[config.mk]
export PLATFORM = sky130hd
export DESIGN_NAME = board_state_tracker_flat
export DESIGN_NICKNAME = d
export VERILOG_FILES = /design/src/rtl/game_pkg.sv /design/src/rtl/board_state_tracker_if.sv /design/src/rtl/game_timer.sv /design/src/rtl/board_state_tracker.sv /design/src/flat_wrapper.sv
export SDC_FILE = /design/constraint.sdc
export NUM_CORES = 1
export LEC_CHECK = 0
export BUFFER_PORTS_ARGS = -buffer_cell sky130_fd_sc_hd__buf_4
export CAP_MARGIN = 20
export CORE_MARGIN = 3
export CORE_UTILIZATION = 41
export CTS_CLUSTER_SIZE = 8
export DETAILED_ROUTE_END_ITERATION = 6
export PLACE_DENSITY_LB_ADDON = 0.1
export SETUP_SLACK_MARGIN = 0.15
export SYNTH_ARGS = -nofsm -noshare
export SYNTH_HDL_FRONTEND = slang
export SYNTH_HIERARCHICAL = 1
export SYNTH_SLANG_ARGS = --single-unit
[constraint.sdc]
create_clock -name clk -period 9.05 [get_ports clk]
set_input_delay 0.905 -clock clk [delete_from_list [all_inputs] [get_ports clk]]
set_output_delay 0.905 -clock clk [all_outputs]
set_load 0.01 [all_outputs]
[src/rtl/game_pkg.sv]
// game_pkg: shared game-state encoding, per-level board sizes and mine counts.
package game_pkg;

    typedef enum logic [1:0] {
        CLEAR = 2'd0,
        PLAY  = 2'd1,
        WON   = 2'd2,
        LOST  = 2'd3
    } game_state_t;

    localparam logic [4:0] EASY_DIM     = 5'd8;
    localparam logic [4:0] MEDIUM_DIM   = 5'd10;
    localparam logic [4:0] HARD_DIM     = 5'd16;
    localparam logic [6:0] EASY_MINES   = 7'd10;
    localparam logic [6:0] MEDIUM_MINES = 7'd15;
    localparam logic [6:0] HARD_MINES   = 7'd40;

    // Level 0 falls through to easy.
    function automatic logic [4:0] board_dim(input logic [1:0] level);
        return level == 2'd2 ? MEDIUM_DIM : level == 2'd3 ? HARD_DIM : EASY_DIM;
    endfunction

    function automatic logic [6:0] mine_count(input logic [1:0] level);
        return level == 2'd2 ? MEDIUM_MINES : level == 2'd3 ? HARD_MINES : EASY_MINES;
    endfunction

    function automatic logic [8:0] safe_cells(input logic [1:0] level);
        logic [8:0] d;
        d = {4'd0, board_dim(level)};
        return 9'(d * d) - {2'd0, mine_count(level)};
    endfunction

endpackage

[src/rtl/board_state_tracker_if.sv]
// board_state_tracker_if: registered mine-check results feeding the state tracker.
interface board_state_tracker_if;
    logic       check_valid;
    logic [4:0] button_ind_x_in;
    logic [4:0] button_ind_y_in;
    logic       explode;
    logic       mark_flag;

    modport master (output check_valid, button_ind_x_in, button_ind_y_in, explode, mark_flag);
    modport slave  (input  check_valid, button_ind_x_in, button_ind_y_in, explode, mark_flag);
endinterface

[src/rtl/game_timer.sv]
// game_timer: CLK_HZ prescaler driving a seconds counter that saturates at 999.
module game_timer #(
    parameter int CLK_HZ = 65_000_000
) (
    input  logic       clk,
    input  logic       rst,
    input  logic       clr,
    input  logic       run,
    output logic [9:0] elapsed_s
);
    localparam int PW = CLK_HZ > 1 ? $clog2(CLK_HZ) : 1;

    logic [PW-1:0] pre;
    logic          tick;

    assign tick = pre == PW'(CLK_HZ - 1);

    always_ff @(posedge clk) begin
        if (!rst || clr) begin
            pre       <= '0;
            elapsed_s <= '0;
        end else if (run) begin
            pre <= tick ? '0 : pre + 1'b1;
            if (tick && elapsed_s != 10'd999)
                elapsed_s <= elapsed_s + 10'd1;
        end
    end
endmodule

[src/rtl/board_state_tracker.sv]
// board_state_tracker: revealed/flagged bitmaps, flag budget and game FSM.
// Define GAME_TIMER_EN to add the elapsed_s play-time output.
module board_state_tracker
    import game_pkg::*;
#(
    parameter int MAX_DIM = 16,
    parameter int CLK_HZ  = 65_000_000
) (
    input  logic                              clk,
    input  logic                              rst,
    input  logic                              start,
    input  logic [1:0]                        level,
    board_state_tracker_if.slave              chk,
    output logic [MAX_DIM-1:0][MAX_DIM-1:0]   revealed,
    output logic [MAX_DIM-1:0][MAX_DIM-1:0]   flagged,
    output logic [6:0]                        flags_left,
    output logic [1:0]                        game_state,
    output logic                              busy
`ifdef GAME_TIMER_EN
    ,
    output logic [9:0]                        elapsed_s
`endif
);
    localparam int IW = $clog2(MAX_DIM);

    localparam logic [1:0] S_CLEAR = CLEAR;
    localparam logic [1:0] S_PLAY  = PLAY;
    localparam logic [1:0] S_WON   = WON;
    localparam logic [1:0] S_LOST  = LOST;

    // The hard level needs a 16x16 bitmap.
    if (MAX_DIM < 16 || CLK_HZ < 1) begin : g_bad_cfg
        $error("board_state_tracker: MAX_DIM must be >= 16 and CLK_HZ >= 1");
    end

    logic [1:0]    state;
    logic [1:0]    level_q;
    logic [IW-1:0] row_cnt;
    logic [8:0]    revealed_cnt;
    logic [8:0]    next_cnt;
    logic [4:0]    dim;
    logic [IW-1:0] cx;
    logic [IW-1:0] cy;
    logic          in_rng;
    logic          cell_rev;
    logic          cell_flag;
    logic          accept;
    logic          do_flag;
    logic          do_reveal;
    logic          last_row;

    assign game_state = state;

    always_comb begin
        dim       = board_dim(level_q);
        cx        = chk.button_ind_x_in[IW-1:0];
        cy        = chk.button_ind_y_in[IW-1:0];
        in_rng    = chk.button_ind_x_in < dim && chk.button_ind_y_in < dim;
        cell_rev  = revealed[cy][cx];
        cell_flag = flagged[cy][cx];
        // start takes priority, so a coincident strobe is dropped.
        accept    = state == S_PLAY && chk.check_valid && !start && in_rng;
        do_flag   = accept && chk.mark_flag && !cell_rev && (cell_flag || flags_left != 7'd0);
        do_reveal = accept && !chk.mark_flag && !cell_rev && !cell_flag;
        next_cnt  = revealed_cnt + 9'd1;
        last_row  = row_cnt == IW'(MAX_DIM - 1);
    end

    always_ff @(posedge clk) begin
        if (!rst) begin
            state        <= S_CLEAR;
            level_q      <= 2'd0;
            row_cnt      <= '0;
            busy         <= 1'b0;
            revealed     <= '0;
            flagged      <= '0;
            flags_left   <= 7'd0;
            revealed_cnt <= 9'd0;
        end else if (start) begin
            state   <= S_CLEAR;
            level_q <= level;
            row_cnt <= '0;
            busy    <= 1'b1;
        end else if (busy) begin
            revealed[row_cnt] <= '0;
            flagged[row_cnt]  <= '0;
            row_cnt           <= last_row ? '0 : row_cnt + 1'b1;
            if (last_row) begin
                busy         <= 1'b0;
                state        <= S_PLAY;
                flags_left   <= mine_count(level_q);
                revealed_cnt <= 9'd0;
            end
        end else if (do_flag) begin
            flagged[cy][cx] <= !cell_flag;
            flags_left      <= cell_flag ? flags_left + 7'd1 : flags_left - 7'd1;
        end else if (do_reveal) begin
            revealed[cy][cx] <= 1'b1;
            if (chk.explode) begin
                state <= S_LOST;
            end else begin
                revealed_cnt <= next_cnt;
                if (next_cnt == safe_cells(level_q))
                    state <= S_WON;
            end
        end
    end

`ifdef GAME_TIMER_EN
    game_timer #(.CLK_HZ(CLK_HZ)) u_timer (
        .clk       (clk),
        .rst       (rst),
        .clr       (start),
        .run       (state == S_PLAY),
        .elapsed_s (elapsed_s)
    );
`endif
endmodule

[src/flat_wrapper.sv]
// flat-port wrapper written by rule: the top's interface ports become plain ports
module board_state_tracker_flat import game_pkg::*;
#(
    parameter int MAX_DIM = 16,
    parameter int CLK_HZ  = 65_000_000
)
  (clk, rst, start, level, revealed, flagged, flags_left, game_state, busy, chk_check_valid, chk_button_ind_x_in, chk_button_ind_y_in, chk_explode, chk_mark_flag);
  board_state_tracker_if chk_i ();
  input  logic clk;
  input  logic rst;
  input  logic start;
  input  logic [1:0] level;
  output logic [MAX_DIM-1:0][MAX_DIM-1:0] revealed;
  output logic [MAX_DIM-1:0][MAX_DIM-1:0] flagged;
  output logic [6:0] flags_left;
  output logic [1:0] game_state;
  output logic busy;
  input wire logic [$bits(chk_i.check_valid)-1:0] chk_check_valid;
  input wire logic [$bits(chk_i.button_ind_x_in)-1:0] chk_button_ind_x_in;
  input wire logic [$bits(chk_i.button_ind_y_in)-1:0] chk_button_ind_y_in;
  input wire logic [$bits(chk_i.explode)-1:0] chk_explode;
  input wire logic [$bits(chk_i.mark_flag)-1:0] chk_mark_flag;
  assign chk_i.check_valid = chk_check_valid;
  assign chk_i.button_ind_x_in = chk_button_ind_x_in;
  assign chk_i.button_ind_y_in = chk_button_ind_y_in;
  assign chk_i.explode = chk_explode;
  assign chk_i.mark_flag = chk_mark_flag;
  board_state_tracker #(.MAX_DIM(MAX_DIM), .CLK_HZ(CLK_HZ)) u_core (.clk(clk), .rst(rst), .start(start), .level(level), .chk(chk_i), .revealed(revealed), .flagged(flagged), .flags_left(flags_left), .game_state(game_state), .busy(busy));
endmodule
# ---- Word level (Yosys, flattened, before mapping)
# Index checks and enable logic that the tools add are counted.
dict set report classes {
  n_lt_le_gt_ge 8
  eq_ne 8
  n_addsub 5
  n_bitwise 6
  n_reduce_logical 28
  muxes 43
  n_mul 1
}
# operator count
set ops {}
lappend ops {{two-way mux 256 bit} 5}
lappend ops {{AND 256 bit} 2}
lappend ops {{bitwise mux 256 bit} 1}
lappend ops {{inverter 256 bit} 1}
lappend ops {{OR 256 bit} 1}
lappend ops {{binary-select mux 16 bit (select 4 bit)} 2}
lappend ops {{demux 16 bit (select 4 bit)} 2}
lappend ops {{two-way mux 16 bit} 4}
lappend ops {{two-way mux 9 bit} 5}
lappend ops {{two-way mux 7 bit} 5}
lappend ops {{less-than comparator 4 x 5 -> 1 bit (second input constant)} 3}
lappend ops {{logical AND 1 bit} 13}
lappend ops {{>= comparator 4 x 1 -> 1 bit (second input constant)} 3}
lappend ops {{two-way mux 2 bit} 6}
lappend ops {{less-than comparator 5 bit} 2}
lappend ops {{two-way mux 5 bit} 2}
lappend ops {{adder 9 x 1 -> 9 bit (second input constant)} 1}
lappend ops {{equality test 9 bit} 1}
lappend ops {{multiplier 5 x 5 -> 9 bit} 1}
lappend ops {{subtractor 9 x 7 -> 9 bit} 1}
lappend ops {{binary-select mux 1 bit (select 4 bit)} 2}
lappend ops {{adder 7 x 1 -> 7 bit (second input constant)} 1}
lappend ops {{nonzero test 7 bit} 1}
lappend ops {{subtractor 7 x 1 -> 7 bit (second input constant)} 1}
lappend ops {{other kinds (20)} 33}
dict set report totals {
  in_bits 18
  register_bits 537
  out_inout_bits 522
  wordCells 137
}

# ---- Logic depth before layout (Yosys ltp)
dict set report depth {
  ltp_word 12
  depth_mapped 20
}

# ---- Worst setup path after synthesis
# Ideal clock, no wire load.
dict set report synth_path {
  path_type {input to register}
  startpoint {input port chk_button_ind_y_in[0]}
  endpoint {register u_core.flags_left[6]}
  path_slack_ns 4.703
  arrival_ns 4.223
  n_path_buf 2
  stages 17
  setup_ns 0.124
  cell_sequence {buf_6 -> mux4_2 -> mux2_2 -> a221oi_2 -> nor3_1 -> nor4_4 -> a22o_1 -> buf_6 -> ha_1 -> a21o_1 -> a21oi_1 -> o21bai_1 -> a21oi_1 -> xnor2_1 -> a21oi_1 -> o21ai_0 -> o31ai_1}
}
dict set report synth_via {
  elab_chain_cells 9
  word_cells_on_any_way 21
}
# element line_no
set synth_lines {}
lappend synth_lines {{from (decl)} flat_wrapper.sv:20} ;# input wire logic [$bits(chk_i.button_ind_y_in)-1:0] chk_button_ind_y_in;
lappend synth_lines {{binary-select mux 16 bit (select 4 bit)} board_state_tracker.sv:59} ;# cell_rev = revealed[cy][cx];
lappend synth_lines {{two-way mux 16 bit (not written as such)} board_state_tracker.sv:59}
lappend synth_lines {{binary-select mux 1 bit (select 4 bit)} board_state_tracker.sv:59}
lappend synth_lines {{two-way mux 1 bit (not written as such)} board_state_tracker.sv:59}
lappend synth_lines {{zero test 1 bit} board_state_tracker.sv:63} ;# do_flag = accept && chk.mark_flag && !cell_rev && (cell_flag || flags_left != 7'd0);
lappend synth_lines {{logical AND 1 bit (2 in series)} board_state_tracker.sv:63}
lappend synth_lines {{nonzero test 2 bit (no source line)} -}
lappend synth_lines {{AND reduction 3 bit (no source line)} -}
lappend synth_lines {{to (signal assigned)} board_state_tracker.sv:91} ;# flags_left <= mine_count(level_q);
lappend synth_lines {{to (signal assigned)} board_state_tracker.sv:96} ;# flags_left <= cell_flag ? flags_left + 7'd1 : flags_left - 7'd1;
lappend synth_lines {{to (decl)} board_state_tracker.sv:16} ;# output logic [6:0] flags_left,
# Several ways; a longest one is shown, not always the timed one. The select of a mux whose other input is x is not followed.
# A chain may end at the register's enable or synchronous reset.

# ---- Worst setup path after layout
dict set report layout_path {
  startpoint {input port chk_button_ind_y_in[3]}
  endpoint {register u_core/revealed[4] in the netlist's numbering}
}
dict set report layout_via {
  elab_chain_cells 9
  word_cells_on_any_way 32
}
# element line_no
set layout_lines {}
lappend layout_lines {{binary-select mux 16 bit (select 4 bit)} board_state_tracker.sv:59}
lappend layout_lines {{two-way mux 16 bit (not written as such)} board_state_tracker.sv:59}
lappend layout_lines {{binary-select mux 1 bit (select 4 bit)} board_state_tracker.sv:59}
lappend layout_lines {{two-way mux 1 bit (not written as such)} board_state_tracker.sv:59}
lappend layout_lines {{zero test 1 bit} {board_state_tracker.sv:63, board_state_tracker.sv:64}}
lappend layout_lines {{logical AND 1 bit (on tied branches) (2 in series)} {board_state_tracker.sv:63, board_state_tracker.sv:64}}
lappend layout_lines {{inequality test 2 x 1 -> 1 bit (no source line) or nonzero test 2 bit (tied branches)} -}
lappend layout_lines {{AND reduction 3 bit (no source line)} -}
lappend layout_lines {{to (signal assigned)} board_state_tracker.sv:75} ;# revealed <= '0;
lappend layout_lines {{to (signal, indexed assignment)} board_state_tracker.sv:85} ;# revealed[row_cnt] <= '0;
lappend layout_lines {{to (signal, indexed assignment)} board_state_tracker.sv:98} ;# revealed[cy][cx] <= 1'b1;
lappend layout_lines {{to (decl)} board_state_tracker.sv:14} ;# output logic [MAX_DIM-1:0][MAX_DIM-1:0] revealed,
# Several ways; a longest one is shown, not always the timed one. The select of a mux whose other input is x is not followed.

==> results.rst <==
.. list-table::
   :header-rows: 1

   * - Metric
     - Value
   * - Insertion delay to the later sink of the worst-skew pair
     - between 600 and 700 ps
   * - Max-slew violation total from the final report
     - 0
   * - Via count of the first global-routing pass
     - roughly 27000
   * - Post-detailed-route via-to-cell ratio
     - 6.80
   * - Area growth from synthesis to final layout
     - 25.2%
   * - Count of non-filler cells in the finished layout
     - approximately 4200
   * - Clock transition at the registers of the reported paths
     - roughly 50 ps
   * - Root buf cell
     - sky130_fd_sc_hd__clkbuf_16
   * - GP Congestion
     - 0.982
   * - Pleak
     - between 10 and 15 nW
   * - Synthesized netlist cell count
     - between 2000 and 3000
   * - Setup crit end kind
     - flop
   * - Number of flops mapped to enable cells by yosys
     - 0
   * - Synthesized Nets
     - 2972
   * - Number of distinct standard cells referenced by the synthesized netlist
     - 78
   * - CP Max Fanout
     - 65
   * - Global-route total usage across every layer
     - 0.413
   * - Dpl hpwl
     - between 100000 and 150000 µm
   * - Crit Path Category
     - input pin to flop
   * - Final critical-path required period
     - around 6400 ps
   * - Status
     - completed
   * - Final net count
     - 3375
   * - Final Cell Area
     - ~33000 µm²
   * - Mean area per synthesized cell
     - between 8 and 9 µm²
   * - Number of remaining DRC errors
     - 0
   * - Startpoint Class
     - input pin
   * - Post-CTS Setup Bufs
     - 0
   * - Commonest cells after routing, fill and taps aside
     - 613 x sky130_fd_sc_hd__buf_4, 536 x sky130_fd_sc_hd__dfxtp_1, 347 x sky130_fd_sc_hd__o21ai_0, 297 x sky130_fd_sc_hd__nand2_1, 269 x sky130_fd_sc_hd__a21oi_1
   * - Area taken by multi-input logic gates
     - 13900 µm²
   * - Fin crit share
     - 0.710
   * - Peak Freq
     - roughly 160 MHz
   * - Inserted Clock Buffers
     - just under 80
   * - Total of warnings raised by yosys
     - 6
   * - Required time reported for the critical path endpoint
     - 9560 ps
   * - FILL cells
     - 5826
   * - H-Tree Level Count
     - 3
   * - DRC marker count from the first detailed-route iteration
     - roughly 4000
   * - Yosys top cell area share
     - 0.414
   * - Seq cells post-synth
     - about 540
   * - Wire length of the first global-routing pass
     - 201000 µm
   * - Ranking of synthesized cells by area
     - sky130_fd_sc_hd__dfxtp_1 41%, sky130_fd_sc_hd__o211ai_1 7.2%, sky130_fd_sc_hd__o21ai_0 6.7%
   * - PD cells
     - 166 nW/µm²
   * - Total grt overflow
     - 0
   * - Overall die area
     - around 66000 µm²
   * - Number of placed I/O pins
     - 540
   * - Setup repair after global routing missed its margin
     - no
   * - Area of the mapped netlist
     - ~26000 µm²
   * - Core area
     - a little over 60000 µm²
   * - Data arrival time of the critical path
     - roughly 7000 ps
   * - Sequential cell area
     - about 11000 µm²
   * - Top flip-flop cell by instance count after synthesis
     - sky130_fd_sc_hd__dfxtp_1
   * - Worst Clk Skew
     - 16.3 ps
   * - Number of buffers added on ports
     - roughly 540
   * - Number of antenna violations at the first check in global routing
     - 2
   * - Via Count
     - 28500
   * - Final setup margin
     - 2620 ps
   * - Placed instance count
     - just over 4000
   * - Count of instances resized after the clock tree is built
     - 0
   * - Maximum vdd drop
     - ~0.00013 V
   * - Final core utilization
     - 0.523
   * - Average routed wire per standard cell
     - approximately 34 µm
   * - Summed negative setup slack over all endpoints
     - 0 ps
   * - Tightest Pin Transition
     - 1290 ps
   * - Detailed-router iteration count before antenna repair
     - 6
   * - Hold-fix buffers, CTS
     - 0
   * - Ratio of cells with drive above 1 in the final layout
     - 0.248
   * - Floorplan die width
     - 258 µm
   * - Type of the tightest min-delay check
     - flop to flop
   * - Initial core utilization
     - 0.418
   * - Maxcap violations
     - 0
   * - Largest net degree at the start of global routing
     - around 200
   * - Share of synthesized flip-flops with an asynchronous set or reset
     - 0
   * - CTS tree
     - built
   * - Dpl cell area
     - around 30000 µm²
   * - Synth area leader
     - sky130_fd_sc_hd__dfxtp_1
   * - Sink Count
     - ~540
   * - Vertical die dimension
     - 258 µm
   * - Worst setup timing slack at the placement stage
     - roughly 2400 ps
   * - Remaining antenna violation count
     - 0
   * - Number of hold violations in the final report
     - 0
   * - Max-slew headroom at the worst pin
     - 0.138
   * - Wirelength, routed
     - ~140000 µm
   * - Floorplan row count
     - 91
   * - Final count of negative-setup-slack endpoints
     - 0
   * - Clock buffer depth
     - 3
   * - Most common cell after layout, fill and taps aside
     - sky130_fd_sc_hd__buf_4
   * - Sequential cell area fraction in the yosys report
     - 0.414
==> path summary, 6_finish.rpt <==
kind                                     start  depth (start not counted)  slack [ps]                                end
max                     chk_button_ind_y_in[3]                         16        2620    u_core/revealed[4]$_SDFFE_PN0P_
min          u_core/revealed[135]$_SDFFE_PN0P_                          2         490  u_core/revealed[135]$_SDFFE_PN0P_
max reg2reg   u_core/flagged[119]$_SDFFE_PN0P_                         12        3920    u_core/revealed[4]$_SDFFE_PN0P_
min reg2reg  u_core/revealed[135]$_SDFFE_PN0P_                          2         490  u_core/revealed[135]$_SDFFE_PN0P_
==> registers in the layout (all words and copies together), names as in the netlist <==
register / cells
u_core/busy: 1
u_core/flagged: 256
u_core/flags_left: 7
u_core/game_state: 2
u_core/level_q: 2
u_core/revealed: 256
u_core/revealed_cnt: 9
u_core/row_cnt: 4
==> synth_stat cells (6+ instances only) <==
library cell	number
sky130_fd_sc_hd__nand2b_1	21
sky130_fd_sc_hd__o31ai_1	16
sky130_fd_sc_hd__o22ai_1	7
sky130_fd_sc_hd__mux2_2	14
sky130_fd_sc_hd__nor2_1	87
sky130_fd_sc_hd__a32o_1	52
sky130_fd_sc_hd__a221oi_1	12
sky130_fd_sc_hd__nand2_1	297
sky130_fd_sc_hd__nor2b_1	28
sky130_fd_sc_hd__a211oi_1	10
sky130_fd_sc_hd__a21boi_1	9
sky130_fd_sc_hd__buf_1	17
sky130_fd_sc_hd__buf_2	61
sky130_fd_sc_hd__dfxtp_1	537
sky130_fd_sc_hd__o211ai_1	249
sky130_fd_sc_hd__nor4_1	11
sky130_fd_sc_hd__a22o_1	15
sky130_fd_sc_hd__and3_1	20
sky130_fd_sc_hd__xor2_1	6
sky130_fd_sc_hd__nor3_1	47
sky130_fd_sc_hd__o21a_1	35
sky130_fd_sc_hd__mux2i_1	158
sky130_fd_sc_hd__ha_1	15
sky130_fd_sc_hd__a22oi_1	52
sky130_fd_sc_hd__clkbuf_1	195
sky130_fd_sc_hd__mux4_2	52
sky130_fd_sc_hd__xnor2_1	8
sky130_fd_sc_hd__o21ai_1	67
sky130_fd_sc_hd__buf_6	16
sky130_fd_sc_hd__inv_1	7
sky130_fd_sc_hd__a31oi_1	17
sky130_fd_sc_hd__and2_1	26
sky130_fd_sc_hd__o21ai_0	347
sky130_fd_sc_hd__o31ai_2	9
sky130_fd_sc_hd__a21oi_1	269
sky130_fd_sc_hd__nand3_1	65
sky130_fd_sc_hd__nand4_1	9
==> through the flow <==
step / power, mW / hold WS, ps
global route: 5.49 / 502
detailed placement: 2.84 / 476
global placement: 2.83 / 467
CTS: 5.37 / 485
finish: 5.39 / 487
floorplan: 2.68 / 458
==> cell type report <==
type	count	share of cell area
clock inverters	6	0.00204
repair buffers	624	0.147
multi-input cells	2093	0.428
flip-flops and latches	537	0.331
clock buffers	80	0.0596
well taps	837	0.0322
diodes	1	0.0000770
inverters	8	0.000924
==> routing by layer <==
| layer | wire length [µm] | share of wire | vias to the layer above | track usage |
|---|---|---|---|---|
| met3 | 17000 | 0.12 | 495 | 0.0959 |
| met4 | 9570 | 0.066 | 2 | 0.236 |
| met2 | 63500 | 0.44 | 2312 | 0.640 |
| met5 | 13 | 0.000090 | - | 0 |
| met1 | 54000 | 0.37 | 13900 | 0.529 |
| li1 | - | - | 11700 | - |
==> power by group <==
group | total (mW) | switching (mW) | internal, mW
Clock | 2.57 | 1.07 | 1.50
Sequential | 2.38 | 0.00997 | 2.37
Combinational | 0.434 | 0.326 | 0.108
Total | 5.39 | 1.41 | 3.98
==> critical path, cell delays in order <==
cell and delay (ps):
sky130_fd_sc_hd__buf_4 280, sky130_fd_sc_hd__buf_12 310, sky130_fd_sc_hd__nor2_2 810, sky130_fd_sc_hd__buf_4 420, sky130_fd_sc_hd__a22oi_1 110, sky130_fd_sc_hd__and3_1 240
sky130_fd_sc_hd__a31oi_1 220, sky130_fd_sc_hd__a311oi_1 170, sky130_fd_sc_hd__nor4_4 480, sky130_fd_sc_hd__a22o_1 200, sky130_fd_sc_hd__buf_4 260, sky130_fd_sc_hd__and4b_1 460
sky130_fd_sc_hd__buf_4 280, sky130_fd_sc_hd__o21a_1 840, sky130_fd_sc_hd__nand2_1 520, sky130_fd_sc_hd__o21ai_0 320
==> cell families (layout without fill, tap and decap cells) <==
logic type,count (synthesis),in the layout,share of synthesized area
other cells,0,1,0
fa+ha+maj,16,16,0.00800
flops,537,537,0.414
mux,224,224,0.112
xor+xnor,14,14,0.00472
simple gates,643,643,0.116
buf+inv,308,718,0.0557
compound gates,1196,1196,0.289
Note: power is estimated with default switching activity, not from simulation.
